**config.mk**
```make
export PLATFORM = sky130hd
export DESIGN_NAME = uart_cmd_rx
export DESIGN_NICKNAME = d
export VERILOG_FILES = /design/src/rtl/uart_cmd_rx.sv
export SDC_FILE = /design/constraint.sdc
export NUM_CORES = 1
export LEC_CHECK = 0
export CAP_MARGIN = 20
export CORE_AREA = 2 2 79 81
export CTS_BUF_LIST = sky130_fd_sc_hd__clkbuf_8
export CTS_CLUSTER_DIAMETER = 200
export CTS_CLUSTER_SIZE = 24
export DETAILED_ROUTE_END_ITERATION = 8
export DIE_AREA = 0 0 81 83
export RECOVER_POWER = 100
export SLEW_MARGIN = 20
export SYNTH_ARGS = -nofsm -noshare
export SYNTH_HDL_FRONTEND = slang
export SYNTH_SLANG_ARGS = --single-unit
export TNS_END_PERCENT = 100
```
**constraint.sdc**
```tcl
create_clock -name clk -period 2.65 [get_ports clk]
set_input_delay 0.3975 -clock clk [delete_from_list [all_inputs] [get_ports clk]]
set_output_delay 0.3975 -clock clk [all_outputs]
set_load 0.01 [all_outputs]
```
**src/rtl/uart_cmd_rx.sv**
```systemverilog
// uart_cmd_rx: 8N1 UART receiver with ASCII command decode for the fan panel.
// Each good frame gives a one-cycle rx_valid and, for a recognised letter,
// a one-cycle cmd_* pulse. A 0 stop bit gives one frame_err and the receiver
// then waits for the line to return high before hunting for the next start.
module uart_cmd_rx #(
    parameter int SYS_FREQ = 125,
    parameter int BAUD     = 9600
) (
    input  logic       clk,
    input  logic       reset_p,
    input  logic       uart_rx,
    output logic [7:0] rx_data,
    output logic       rx_valid,
    output logic       frame_err,
    output logic       cmd_wind_inc,
    output logic       cmd_wind_back,
    output logic       cmd_fan_idle,
    output logic       cmd_led_toggle,
    output logic       cmd_rot_toggle,
    output logic       cmd_timer
);
    localparam int BIT  = SYS_FREQ * 1_000_000 / BAUD;
    localparam int HALF = BIT / 2;
    localparam int CW   = ($clog2(BIT + 1) > 14) ? $clog2(BIT + 1) : 14;

    localparam logic [2:0] IDLE      = 3'd0;
    localparam logic [2:0] START     = 3'd1;
    localparam logic [2:0] DATA      = 3'd2;
    localparam logic [2:0] STOP      = 3'd3;
    localparam logic [2:0] WAIT_HIGH = 3'd4;

    logic          sync1, sync2, prev;
    logic [1:0]    warm;
    logic          armed;
    logic          start_det;
    logic [2:0]    state;
    logic [CW-1:0] cnt;
    logic [2:0]    bit_idx;
    logic [7:0]    shreg;
    logic [5:0]    cmd_next;
    logic [5:0]    cmd_q;

    // Two-flop synchroniser for the asynchronous RX pin, plus edge history.
    always_ff @(posedge clk or posedge reset_p) begin
        if (reset_p) begin
            sync1 <= 1'b1;
            sync2 <= 1'b1;
            prev  <= 1'b0;
        end else begin
            sync1 <= uart_rx;
            sync2 <= sync1;
            prev  <= sync2;
        end
    end

    // Arm edge detection only once the synchroniser holds real pin samples
    // and the line has been seen high, so a line stuck low at reset release
    // cannot fake a start edge from the flops' reset value.
    always_ff @(posedge clk or posedge reset_p) begin
        if (reset_p) begin
            warm  <= 2'd0;
            armed <= 1'b0;
        end else begin
            if (warm != 2'd2) warm <= warm + 2'd1;
            if (warm == 2'd2 && sync2) armed <= 1'b1;
        end
    end

    assign start_det = armed && prev && !sync2;

    // Exact-match command decode of the assembled byte.
    always_comb begin
        cmd_next = 6'b0;
        case (shreg)
            8'h53, 8'h73: cmd_next[0] = 1'b1; // S s
            8'h42, 8'h62: cmd_next[1] = 1'b1; // B b
            8'h58, 8'h78: cmd_next[2] = 1'b1; // X x
            8'h4C, 8'h6C: cmd_next[3] = 1'b1; // L l
            8'h52, 8'h72: cmd_next[4] = 1'b1; // R r
            8'h54, 8'h74: cmd_next[5] = 1'b1; // T t
            default:      cmd_next    = 6'b0;
        endcase
    end

    // Frame FSM: mid-bit sampling from a single counter, registered pulses.
    always_ff @(posedge clk or posedge reset_p) begin
        if (reset_p) begin
            state     <= IDLE;
            cnt       <= '0;
            bit_idx   <= 3'd0;
            shreg     <= 8'h00;
            rx_data   <= 8'h00;
            rx_valid  <= 1'b0;
            frame_err <= 1'b0;
            cmd_q     <= 6'b0;
        end else begin
            rx_valid  <= 1'b0;
            frame_err <= 1'b0;
            cmd_q     <= 6'b0;
            case (state)
                IDLE: begin
                    if (start_det) begin
                        cnt   <= '0;
                        state <= START;
                    end
                end
                START: begin
                    if (cnt == CW'(HALF - 1)) begin
                        cnt     <= '0;
                        bit_idx <= 3'd0;
                        state   <= sync2 ? IDLE : DATA;
                    end else begin
                        cnt <= cnt + 1'b1;
                    end
                end
                DATA: begin
                    if (cnt == CW'(BIT - 1)) begin
                        cnt     <= '0;
                        shreg   <= {sync2, shreg[7:1]};
                        bit_idx <= bit_idx + 3'd1;
                        if (bit_idx == 3'd7) state <= STOP;
                    end else begin
                        cnt <= cnt + 1'b1;
                    end
                end
                STOP: begin
                    if (cnt == CW'(BIT - 1)) begin
                        cnt <= '0;
                        if (sync2) begin
                            rx_data  <= shreg;
                            rx_valid <= 1'b1;
                            cmd_q    <= cmd_next;
                            state    <= IDLE;
                        end else begin
                            frame_err <= 1'b1;
                            state     <= WAIT_HIGH;
                        end
                    end else begin
                        cnt <= cnt + 1'b1;
                    end
                end
                WAIT_HIGH: begin
                    if (sync2) state <= IDLE;
                end
                default: state <= IDLE;
            endcase
        end
    end

    assign cmd_wind_inc   = cmd_q[0];
    assign cmd_wind_back  = cmd_q[1];
    assign cmd_fan_idle   = cmd_q[2];
    assign cmd_led_toggle = cmd_q[3];
    assign cmd_rot_toggle = cmd_q[4];
    assign cmd_timer      = cmd_q[5];
endmodule

```
==> reports/qor.yml, run 1 <==
status: "finished clean"
design_area_sq_um: 2628
async_reset_ff_frac: 1.000
die_h_um: 83
hold_ws_ps: 365.3
placed_area_sq_um: 2555
final_antenna_net_count: 0
syn2layout_area_growth_pct: 15.51
max_freq_ghz: 0.4097
power_frac_seq: 0.490
drive_above_1_share: 0.1448
clk_path_buf_depth: 2
p_int_uw: 1218
final_cell_mix: "dfrtp_1 (48), dlygate4sd3_1 (18), mux2_2 (17)"
grt.total_usage: 0.1292
grt_max_degree: 38
clock_latency_ps: 300
mostFrequentLayoutCell: "dfrtp_1"
clkPwrFrac: 0.307
switching_share: 0.3035
syn_avg_cell_area_sq_um: 11.73
ir_worst_vdd_mv: 0.3740
die_area_sq_um: 6723
first_pass_iters: 4
cts_resized: 0
drt-initial-drc-count: 82
fin_nets: 228
synthesis.nets: 202
worst_ep_required_time_ps: 2850
critPathLaunchType: "flop"
highest_layer: "met4"
fp.dieW_um: 81
synth_edf_count: 0
htree_levels: 2
critical_path_class: "reg -> reg"
ys_types: 43
grt_pass1_vias: 1450
ys_seq_elements: 50
place_hpwl_um: 2660
coreArea_sq_um: 5816
yosys.area.top_type: "dfrtp_1"
yosysTopAreaCellShare: 0.5281
viasPerCell: 5.169
cp-end-kind: "flop"
cp.arrival_ps: 2640
vias: 1530
clk_transition_reported_paths_ps: 90
tightest_slew_ps: 1405
diodes: 0
numCtsBuffers: 5
path_cells: "inv_1 -> ha_1 -> or4bb_1 -> nor4_2 -> o22a_1 -> o21ai_0 -> a22o_1"
relSlewSlack: 0.06250
power_density_nw_per_um2: 665.7
cp_slowest_cell: "or4bb_1"
yosysSeqAreaShare: 0.5512
ios: 19
wl_per_cell_um: 13.14
hold_violations: 0
finalPower_uw: 1749
worst_hold_path_type: "reg -> reg"
finClkSkew_ps: 5.041
io_buffers: 18
post-route-util: 0.4518
fin_crit_ps: 2441
grt_pass1_wl_um: 6865
row_count: 28
antenna_found_initial: 0
post_cts_buffers: 0
finalWirelength_um: 3888
synth.cell_area_sq_um: 2275
dr_wl_met3_um: 127
leakage_uw: 0.001251
synthTopCellsByArea: "dfrtp_1 (53%), mux2_2 (8.4%), ha_1 (2.8%)"
finalSetupViolations: 0
max_cap_violations: 0
wl_met1_um: 1931
route.detailed.drc: 0
slew_violations: 0
cts_tree: "done"
cts_hold_buffers: 0
synth_flop_cell: "dfrtp_1"
crit_path_max_incr_delay_ps: 490
tns_ps: 0
yosysWarnings: 0
netlist_instances: 194
met2_length_um: 1791
path_max_fanout: 15
place.gp.congestion: 0.7843
initial_core_util: 0.3911
rsz0062_at_grt: "no"
period_share: 0.9210
clkSinkCount: 50
pwr-share-comb: 0.203
cts-root-buf: "clkbuf_8"
overflow: 0
p_switching_uw: 530.8
[registers in the layout (all words and copies together) (netlist names)]
name,flops
sync1,1
warm,2
frame_err,1
rx_valid,1
shreg,8
sync2,1
prev,1
armed,1
state,3
cmd_q,6
rx_data,8
cnt,14
bit_idx,3
[path summary, 6_finish.rpt]
| check | depth (start not counted) | slack (ps) | endpoint | startpoint |
|---|---|---|---|---|
| worst max-delay path | 7 | 210 | cnt[7]$_DFFE_PP0P_ | cnt[1]$_DFFE_PP0P_ |
| worst min-delay path | 0 | 370 | sync2$_DFF_PP1_ | sync1$_DFF_PP1_ |
| worst max register to register | 7 | 210 | cnt[7]$_DFFE_PP0P_ | cnt[1]$_DFFE_PP0P_ |
| worst min register to register | 0 | 370 | sync2$_DFF_PP1_ | sync1$_DFF_PP1_ |
| max in group asynchronous | 3 | 580 | rx_data[7]$_DFFE_PP0P_ | reset_p |
| min in group asynchronous | 2 | 940 | cmd_q[2]$_DFF_PP0_ | reset_p |
[power groups by stage]
stage                     Combinational [uW]  Clock (uW)  Sequential (uW)
after floorplan                          278           0              858
after global placement                   351           0              869
after detailed placement                 358           0              870
after CTS                                359         567              855
after global routing                     398         594              865
final                                    356         537              856
[cells by family (layout without fill, tap and decap cells)]
family                     after synthesis  after routing  share of synthesized area
AOI/OAI and AO/OA                       38             38                     0.1067
and+or+nand+nor                         67             67                     0.1848
adders and majority gates                5              5                    0.02750
xor gates and xnor gates                 4              4                    0.01540
buffers and inverters                   13             40                    0.03025
muxes                                   17             17                    0.08416
DFF                                     50             50                     0.5512
[through the flow]
step,instances,setup WS [ps]
floorplan,194,469.8
global placement,288,289.8
detailed placement,288,199.6
CTS,296,192.3
global route,296,14.86
finish,296,209.4
[per-layer routing]
metal,track usage,up-vias
met5,0,-
met4,0.04006,0
li1,-,753
met3,0.04022,5
met2,0.1916,26
met1,0.1799,746
[final cells by class]
type	instances	area, sq um
repair buffers	24	210.2
clock buffers	5	68.82
well taps	75	93.84
fillers	578	3188
inverters	8	30.03
multi-input cells	131	927.1
clock inverters	3	43.79
flip-flops and latches	50	1254
[synth_stat cells, types with 2 or more instances]
cell type / n
dfrtp_1: 48
mux2_2: 17
nand2_1: 15
o21ai_0: 12
nor2_1: 10
a21oi_1: 8
inv_1: 8
nor3_1: 8
a21o_1: 6
ha_1: 5
a22o_1: 4
nor3b_1: 4
or3_1: 4
xnor2_1: 4
and3_1: 3
nand3_1: 3
nand3b_1: 3
and4_1: 2
buf_4: 2
dfstp_2: 2
nand4_1: 2
nor2b_1: 2
o22ai_1: 2
[critical path: cells and delay by family (launching register included)]
| family | cells | cell delay (ps) |
|---|---|---|
| flip-flops | 1 | 420 |
| buffers and inverters | 1 | 80 |
| adder cells (fa/ha/maj) | 1 | 130 |
| AND/OR/NAND/NOR | 2 | 890 |
| AO/OA/AOI/OAI | 3 | 820 |
(Power assumes the default switching activity.)
==> run 2: changes to the inputs <==
Settings changed: PLACE_DENSITY set to 0.55.
==> run 2 against run 1 <==
Compared with the run above: clock power fell by 2%; clock skew rose by 1.7 ps; worst setup slack better by 160 ps; critical path type unchanged; critical endpoint is now cnt[12]$_DFFE_PP0P_; highest routed layer unchanged.
==> reports/qor.yml, run 2 (synthesized netlist as in run 1, its figures left out) <==
status: "finished clean"
clock_latency_ps: 300  # about the same
cp-end-kind: "flop"
critical_path_class: "reg -> reg"
relSlewSlack: 0.3959  # +0.3334
first_pass_iters: 4  # unchanged
rsz0062_at_grt: "no"
coreArea_sq_um: 5816  # unchanged
tns_ps: 0  # unchanged
max_freq_ghz: 0.4392  # +7.2%
io_buffers: 18  # unchanged
largest_reg_flops: 14  # unchanged
clk_path_buf_depth: 2  # unchanged
path_max_fanout: 8  # -7
finalWirelength_um: 3918  # +0.77%
final_cell_mix: "dfrtp_1 (48), dlygate4sd3_1 (18), mux2_2 (17)"
drive_above_1_share: 0.1493  # +0.004525
period_share: 0.8592  # -0.06178
critPathLaunchType: "flop"
cts-root-buf: "clkbuf_8"
leakage_uw: 0.001258  # +0.59%
overflow: 0  # unchanged
clkSinkCount: 50  # unchanged
diodes: 0  # unchanged
mostFrequentLayoutCell: "dfrtp_1"
place_ws_ps: 396.1  # +196.6 ps
row_count: 28  # unchanged
die_area_sq_um: 6723  # unchanged
reg_top3: "cnt (14), rx_data (8), shreg (8)"
ir_worst_vdd_mv: 0.3737  # about the same
slew_violations: 0  # unchanged
numCtsBuffers: 5  # unchanged
grt_pass1_vias: 1515  # +4.5%
tightest_slew_ps: 905.1  # -499.6 ps
viasPerCell: 5.169  # unchanged
finClkSkew_ps: 6.696  # +1.655 ps
initial_core_util: 0.3911  # unchanged
wl_per_cell_um: 13.24  # +0.77%
fin_nets: 228  # unchanged
place_hpwl_um: 2762  # +3.8%
finalSetupViolations: 0  # unchanged
vias: 1530  # unchanged
power_density_nw_per_um2: 668.3  # +0.39%
route.detailed.drc: 0  # unchanged
max_flop_register: "cnt"
clk_transition_reported_paths_ps: 90  # about the same
ios: 19  # unchanged
post_cts_buffers: 0  # unchanged
worst_hold_path_type: "reg -> reg"
die_h_um: 83  # unchanged
grt.total_usage: 0.1365  # +0.007356
htree_levels: 2  # unchanged
place.gp.congestion: 0.8005  # +2.1%
cts_resized: 0  # unchanged
drt-initial-drc-count: 61  # -26%
grt_max_degree: 27  # -29%
cp.arrival_ps: 2460  # -180 ps
cts_hold_buffers: 0  # unchanged
max_cap_violations: 0  # unchanged
syn2layout_area_growth_pct: 15.68
setup_slack_ps: 373.1  # +163.7 ps
final_antenna_net_count: 0  # unchanged
grt_pass1_wl_um: 7245  # +5.5%
worst_ep_required_time_ps: 2840  # about the same
hold_violations: 0  # unchanged
cts_tree: "done"
fin_crit_ps: 2277  # -163.7 ps
antenna_found_initial: 0  # unchanged
fp.dieW_um: 81  # unchanged
==> run 2: area by class of cell <==
type                       instances  area, sq um
clock buffer                       5        68.82
clock inverter                     3        42.54
fill                             564         3184
inverter                           8        30.03
multi-input combinational        131        927.1
sequential                        50         1254
tap                               75        93.84
timing repair buffer              24        215.2
==> run 2: per-stage QoR <==
stage	instances	hold slack, ps	cell area [sq um]	utilization	total power [uW]
finish	296	365.1	2631	0.4525	1758
floorplan	194	345.2	2275	-	1136
global route	296	370.2	2631	0.4525	1886
CTS	296	360.8	2679	0.4606	1784
detailed placement	288	347.6	2567	0.4415	1251
global placement	288	346.1	2567	0.4415	1243
==> run 2: final timing paths <==
check                      cells past startpoint          startpoint             endpoint  slack (ps)
min reg2reg                                    0     sync1$_DFF_PP1_      sync2$_DFF_PP1_         370
min                                            0     sync1$_DFF_PP1_      sync2$_DFF_PP1_         370
max                                            7  cnt[1]$_DFFE_PP0P_  cnt[12]$_DFFE_PP0P_         370
min in group asynchronous                      2             reset_p  warm[1]$_DFFE_PP0P_         720
max in group asynchronous                      3             reset_p   cnt[7]$_DFFE_PP0P_         780
max reg2reg                                    7  cnt[1]$_DFFE_PP0P_  cnt[12]$_DFFE_PP0P_         370
==> run 2: metal layers <==
layer  GRT usage  wire (um)  vias up
met3     0.03913        138        5
met4     0.04160         55        0
li1            -          -      756
met1      0.1841       1819      739
met2      0.2119       1904       30
met5           0          0        -
==> run 2: where the power goes <==
part / leakage, uW / switching [uW] / internal, uW
logic: 0.000526 / 231 / 146
registers: 0.000673 / 51.0 / 803
clock network: 0.0000595 / 248 / 280
total: 0.00126 / 530 / 1230
==> run 2: critical path, cell delays in order, from the launching register on <==
cell,delay (ps)
dfrtp_1,410
inv_1,80
ha_1,130
or4bb_1,480
nor4_2,390
o22ai_1,320
a41oi_1,290
a31oi_1,50
